**src/rtl/bp_fe_pkg.sv**
```systemverilog
// Front-end shared types: FTQ entry layout macros and the per-cycle queue operation encoding.
`ifndef BP_FE_DEFINES_SVH
`define BP_FE_DEFINES_SVH

`define BP_FE_DECLARE_FTQ_ENTRY_S(vaddr_width_mp, md_width_mp) \
    typedef struct packed { \
        logic [(vaddr_width_mp)-1:0] pc; \
        logic                        taken; \
        logic [(vaddr_width_mp)-1:0] tgt; \
        logic [(md_width_mp)-1:0]    md; \
    } bp_fe_ftq_entry_s

`define BP_FE_FTQ_ENTRY_WIDTH(vaddr_width_mp, md_width_mp) \
    (2*(vaddr_width_mp) + 1 + (md_width_mp))

`endif

package bp_fe_pkg;

    // Which pointer update wins this cycle; ordered so redirect dominates.
    typedef enum logic [1:0] {
        e_ftq_idle     = 2'd0,
        e_ftq_enqueue  = 2'd1,
        e_ftq_override = 2'd2,
        e_ftq_redirect = 2'd3
    } bp_fe_ftq_op_e;

endpackage

```
**src/rtl/bsg_mem_1r1w.sv**
```systemverilog
// Simple dual-port storage: synchronous write, asynchronous read.
module bsg_mem_1r1w
#(
    parameter int width_p = 8,
    parameter int els_p   = 4,
    localparam int addr_width_lp = $clog2(els_p)
)
(
    input  logic                     clk_i,
    input  logic                     w_v_i,
    input  logic [addr_width_lp-1:0] w_addr_i,
    input  logic [width_p-1:0]       w_data_i,
    input  logic [addr_width_lp-1:0] r_addr_i,
    output logic [width_p-1:0]       r_data_o
);

    logic [width_p-1:0] mem_r [els_p];

    always_ff @(posedge clk_i) begin
        if (w_v_i) begin
            mem_r[w_addr_i] <= w_data_i;
        end
    end

    assign r_data_o = mem_r[r_addr_i];

endmodule

```
**src/rtl/bp_fe_pc_gen_ftq.sv**
```systemverilog
// PC generator feeding a fetch target queue with head/fetch/tail pointers,
// backend redirect and front-end override recovery.
module bp_fe_pc_gen_ftq
    import bp_fe_pkg::*;
#(
    parameter int vaddr_width_p = 39,
    parameter int fetch_bytes_p = 8,
    parameter int ftq_els_p     = 8,
    parameter int md_width_p    = 64,
    localparam int idx_w_lp = $clog2(ftq_els_p),
    localparam int ptr_w_lp = idx_w_lp + 1
)
(
    input  logic                     clk_i,
    input  logic                     reset_i,

    input  logic                     redirect_v_i,
    input  logic [vaddr_width_p-1:0] redirect_pc_i,

    input  logic                     ovr_v_i,
    input  logic [idx_w_lp-1:0]      ovr_idx_i,
    input  logic [vaddr_width_p-1:0] ovr_pc_i,

    output logic [vaddr_width_p-1:0] gen_pc_o,
    output logic                     gen_v_o,

    input  logic                     pred_v_i,
    input  logic                     pred_taken_i,
    input  logic [vaddr_width_p-1:0] pred_tgt_i,
    input  logic [md_width_p-1:0]    pred_md_i,

    output logic                     fetch_v_o,
    input  logic                     fetch_ready_i,
    output logic [vaddr_width_p-1:0] fetch_pc_o,
    output logic                     fetch_taken_o,
    output logic [md_width_p-1:0]    fetch_md_o,
    output logic [idx_w_lp-1:0]      fetch_idx_o,

    input  logic                     release_v_i,

    output logic                     full_o,
    output logic                     empty_o,
    output logic [ptr_w_lp-1:0]      count_o
);

    `BP_FE_DECLARE_FTQ_ENTRY_S(vaddr_width_p, md_width_p);
    localparam int entry_width_lp = `BP_FE_FTQ_ENTRY_WIDTH(vaddr_width_p, md_width_p);

    // Sequential successor: align down to the fetch block, then step one block.
    function automatic logic [vaddr_width_p-1:0] seq_next_pc(input logic [vaddr_width_p-1:0] pc);
        return (pc & ~vaddr_width_p'(fetch_bytes_p - 1)) + vaddr_width_p'(fetch_bytes_p);
    endfunction

    logic [ptr_w_lp-1:0]      head_r, fetch_r, tail_r;
    logic [vaddr_width_p-1:0] gen_pc_r;
    logic                     gen_active_r;

    logic [ptr_w_lp-1:0] count;
    logic                enq, issue, rel;
    logic [ptr_w_lp-1:0] head_adv, fetch_adv;

    assign count   = tail_r - head_r;
    assign full_o  = (count == ptr_w_lp'(ftq_els_p));
    assign empty_o = (tail_r == head_r);
    assign count_o = count;

    assign gen_pc_o = gen_pc_r;
    assign gen_v_o  = gen_active_r & ~full_o & ~redirect_v_i & ~ovr_v_i;
    assign enq      = gen_v_o & pred_v_i;

    assign fetch_v_o   = (fetch_r != tail_r);
    assign fetch_idx_o = fetch_r[idx_w_lp-1:0];
    assign issue       = fetch_v_o & fetch_ready_i;
    assign rel         = release_v_i & (head_r != fetch_r);

    assign head_adv  = head_r  + ptr_w_lp'(rel);
    assign fetch_adv = fetch_r + ptr_w_lp'(issue);

    // Override bookkeeping: all ages are measured from the registered head.
    logic [idx_w_lp-1:0] ovr_off;
    logic [ptr_w_lp-1:0] ovr_len, ovr_tail, fetch_age, fetch_ovr;
    logic                ovr_hit;

    assign ovr_off   = ovr_idx_i - head_r[idx_w_lp-1:0];
    assign ovr_len   = ptr_w_lp'(ovr_off) + ptr_w_lp'(1);
    assign ovr_hit   = ovr_v_i & (ptr_w_lp'(ovr_off) < count);
    assign ovr_tail  = head_r + ovr_len;
    assign fetch_age = fetch_adv - head_r;
    assign fetch_ovr = (fetch_age > ovr_len) ? ovr_tail : fetch_adv;

    bp_fe_ftq_op_e op;

    always_comb begin
        op = e_ftq_idle;
        if (redirect_v_i) begin
            op = e_ftq_redirect;
        end else if (ovr_hit) begin
            op = e_ftq_override;
        end else if (enq) begin
            op = e_ftq_enqueue;
        end
    end

    always_ff @(posedge clk_i) begin
        if (reset_i) begin
            head_r       <= '0;
            fetch_r      <= '0;
            tail_r       <= '0;
            gen_pc_r     <= '0;
            gen_active_r <= 1'b0;
        end else begin
            head_r <= head_adv;
            unique case (op)
                e_ftq_redirect: begin
                    fetch_r      <= head_adv;
                    tail_r       <= head_adv;
                    gen_pc_r     <= redirect_pc_i;
                    gen_active_r <= 1'b1;
                end
                e_ftq_override: begin
                    fetch_r  <= fetch_ovr;
                    tail_r   <= ovr_tail;
                    gen_pc_r <= ovr_pc_i;
                end
                e_ftq_enqueue: begin
                    fetch_r  <= fetch_adv;
                    tail_r   <= tail_r + ptr_w_lp'(1);
                    gen_pc_r <= pred_taken_i ? pred_tgt_i : seq_next_pc(gen_pc_r);
                end
                default: begin
                    fetch_r <= fetch_adv;
                end
            endcase
        end
    end

    bp_fe_ftq_entry_s             wr_entry, rd_entry;
    logic [entry_width_lp-1:0]    rd_data;

    assign wr_entry = '{pc: gen_pc_r, taken: pred_taken_i, tgt: pred_tgt_i, md: pred_md_i};

    bsg_mem_1r1w #(
        .width_p (entry_width_lp),
        .els_p   (ftq_els_p)
    ) ftq_mem (
        .clk_i    (clk_i),
        .w_v_i    (enq),
        .w_addr_i (tail_r[idx_w_lp-1:0]),
        .w_data_i (wr_entry),
        .r_addr_i (fetch_r[idx_w_lp-1:0]),
        .r_data_o (rd_data)
    );

    assign rd_entry      = bp_fe_ftq_entry_s'(rd_data);
    assign fetch_pc_o    = rd_entry.pc;
    assign fetch_taken_o = rd_entry.taken;
    assign fetch_md_o    = rd_entry.md;

    // Target is retained per entry for replay but is not presented on the issue port.
    logic unused_tgt;
    assign unused_tgt = ^rd_entry.tgt;

endmodule

```
**config.mk**
```make
export PLATFORM = sky130hd
export DESIGN_NAME = bp_fe_pc_gen_ftq
export DESIGN_NICKNAME = d
export VERILOG_FILES = /design/src/rtl/bp_fe_pkg.sv /design/src/rtl/bsg_mem_1r1w.sv /design/src/rtl/bp_fe_pc_gen_ftq.sv
export SDC_FILE = /design/constraint.sdc
export NUM_CORES = 1
export LEC_CHECK = 0
export BUFFER_PORTS_ARGS = -buffer_cell sky130_fd_sc_hd__buf_2
export CORE_MARGIN = 2
export CORE_UTILIZATION = 60
export DETAILED_ROUTE_END_ITERATION = 8
export PLACE_DENSITY_LB_ADDON = 0.12
export REMOVE_ABC_BUFFERS = 1
export SKIP_LAST_GASP = 1
export SLEW_MARGIN = 20
export SYNTH_ARGS = -nofsm -noshare
export SYNTH_HDL_FRONTEND = slang
export SYNTH_HIERARCHICAL = 1
export SYNTH_SLANG_ARGS = --single-unit
export TNS_END_PERCENT = 30
```
**constraint.sdc**
```tcl
create_clock -name clk_i -period 16.46 [get_ports clk_i]
set_clock_uncertainty 0.15 [all_clocks]
set_input_delay 0.823 -clock clk_i [delete_from_list [all_inputs] [get_ports clk_i]]
set_output_delay 0.823 -clock clk_i [all_outputs]
set_load 0.02 [all_outputs]
```
==> flow_summary.toml <==
[outcome]
outcome = "finished, final reports clean"

[cts]
cts_made_buffers = 87
postCtsHoldBufs = 0
clock-root-buffer = "sky130_fd_sc_hd__clkbuf_16"
cts_setup_buffers = 0
clock_sink_count = 884
max-clock-path-buffers = 3
clock_tree.htree_level_count = 3
clkTransAtPathRegs_ps = 60
post_cts_resized = 0
clock_insertion_delay_worst_skew_ps = 630
tritoncts = "yes"

[drt]
num_vias = 19190
dr.pass1.iters = 5
drt-total-wl_mm = 81.79
detail_route.iter0.violations = 1903
detail_route.wl_per_cell_um = 27.08
drc = 0
vias_per_cell = 6.353
route.antenna.remaining_nets = 0

[worst_hold_path]
worst_hold_path.endpoint = "ftq_mem/mem_r[7][55]"
hold_path.class = "in -> reg"
worst_hold_startpoint = "pred_md_i[55]"
worst_hold_stages = 1

[die]
fp.dieW_um = 249.1
core_area_um2 = 59240
io_pins = 346
dieArea_um2 = 62040
core.rowCount = 89
chipHeight_um = 249.1
start_util_pct = 60.84

[setup_path]
critPathRequiredTime_ps = 15490
worstSetupStartpoint = "fetch_r[0]"
crit_path_start_kind = "register"
worstSetupEndpointType = "output pin"
path_delay_family = "buffers and inverters"
r2r_start = "tail_r[0]"
critical-path-max-stage-delay_ps = 860
path_common_cell = "sky130_fd_sc_hd__buf_4"
crit_path_top_delay_cell = "sky130_fd_sc_hd__buf_4"
critical_path_class = "reg -> out"
timing.critical_path.cells = "buf_4 -> buf_4 -> buf_4 -> mux4_1 -> mux2_2 -> buf_2"
critical_path.reg2reg.endpoint = "gen_pc_o[16]"
ff2ff_path_depth = 14
timing.reg2reg.setup_slack_ps = 10950
buffers_plus_inverters_on_the_worst_setup_path = 4
critical_path.max_fanout = 51
critical_path_arrival_ps = 4940

[timing]
finalMaxSlewViolations = 0
rsz_0062_raised_after_global_routing = "false"
min_period_ps = 5912
clock.fmax_ghz = 0.1691
min_period_over_period_pct = 35.92
worst_slew_pin_slew_ps = 1083
setup_violating_endpoint_count_in_the_final_report = 0
max_slew_margin_pct = 27.71
post_route_setup_tns_ps = 0
number_of_hold_violations_in_the_final_report = 0
timing.hold.ws_ps = 313.5

[grt]
grt_antenna_before_repair = 2
grt_pass1_wl_mm = 122.4
via_count_of_the_first_global_routing_pass = 19450
largest_net_degree_at_the_start_of_global_routing = 105
globalRouteOverflowTotal = 0
overall_global_routing_usage_pct = 26.56

[final_layout]
drive_gt1_share_pct = 34.97
nets = 2395
post-route-cell-area_um2 = 41200
finish.utilization_pct = 69.55
areaGrowthSynthToFinish_pct = 14.32

[yosys]
synth_cells = 1818
synth_area_per_cell_um2 = 19.82
yosysWarnings = 6
mapped_area_um2 = 36040

[power]
p_per_area_nw_per_um2 = 151.1
leakage_power_nw = 13.76
max-vdd-ir-drop_mv = 0.1531

[flow_run]
drv.max_cap_violation_count = 0

[placement]
globalplace.congestion = 0.9106
hpwlAfterDp_mm = 47.02
numPortBuffers = 345
placed_cell_area_um2 = 38410
[worst max path at each step]
stage	end	slack (ps)	cells after the start
after floorplan	fetch_r[1]	4880	16
after global placement	fetch_md_o[47]	11000	6
after detailed placement	gen_pc_o[11]	10920	16
after CTS	fetch_md_o[36]	10280	6
after global routing	fetch_md_o[47]	10070	6
final	fetch_md_o[36]	10550	6
[cell type report]
type	count	area, um2
Tap cell	773	967.2
Multi-Input combinational cell	800	9366
Sequential cell	884	26040
Antenna cell	5	12.51
Clock inverter	50	422.9
Inverter	27	101.3
Fill cell	3783	18040
Clock buffer	109	2352
Timing Repair Buffer	372	1942
[where the power goes]
part	internal, W	switching (W)	total (W)
clock	0.00111	0.000808	0.00192
combinational	0.000593	0.000841	0.00143
sequential	0.00264	0.000236	0.00287
[per-layer routing]
layer | track usage, % | up-vias | routed length, um
li1 | - | 8253 | -
met1 | 38.28 | 9999 | 33940
met2 | 42.90 | 814 | 40010
met3 | 4.232 | 117 | 5886
met4 | 7.642 | 2 | 1943
met5 | 0 | - | 13
[placed cells by master (no fill, tap or decap), types with 23 or more instances in the layout]
master / n
sky130_fd_sc_hd__xor2_1: 23
sky130_fd_sc_hd__nand3_1: 24
sky130_fd_sc_hd__mux2_2: 105
sky130_fd_sc_hd__nand2_1: 51
sky130_fd_sc_hd__edfxtp_1: 832
sky130_fd_sc_hd__inv_1: 27
sky130_fd_sc_hd__xnor2_1: 23
sky130_fd_sc_hd__mux4_2: 156
sky130_fd_sc_hd__nor2_1: 45
sky130_fd_sc_hd__ha_1: 25
sky130_fd_sc_hd__clkbuf_16: 89
sky130_fd_sc_hd__o21ai_0: 50
sky130_fd_sc_hd__mux4_1: 52
sky130_fd_sc_hd__a21oi_1: 37
sky130_fd_sc_hd__buf_2: 345
sky130_fd_sc_hd__dfxtp_1: 49
sky130_fd_sc_hd__buf_4: 26
[flip-flops by register name, indices dropped and copies added (netlist names)]
signal and flops:
fetch_r 4, ftq_mem/mem_r 832, gen_active_r 1, gen_pc_o 39, head_r 4, tail_r 4
[metrics by stage]
step / setup slack, ps / power (W) / cells
floorplan: 4885 / 0.003912 / 1711
global placement: 11000 / 0.004314 / 2856
detailed placement: 10920 / 0.004345 / 2856
CTS: 10280 / 0.006253 / 3015
global route: 10070 / 0.006461 / 3016
finish: 10550 / 0.006224 / 3020
Note: power is estimated with default switching activity, not from simulation.
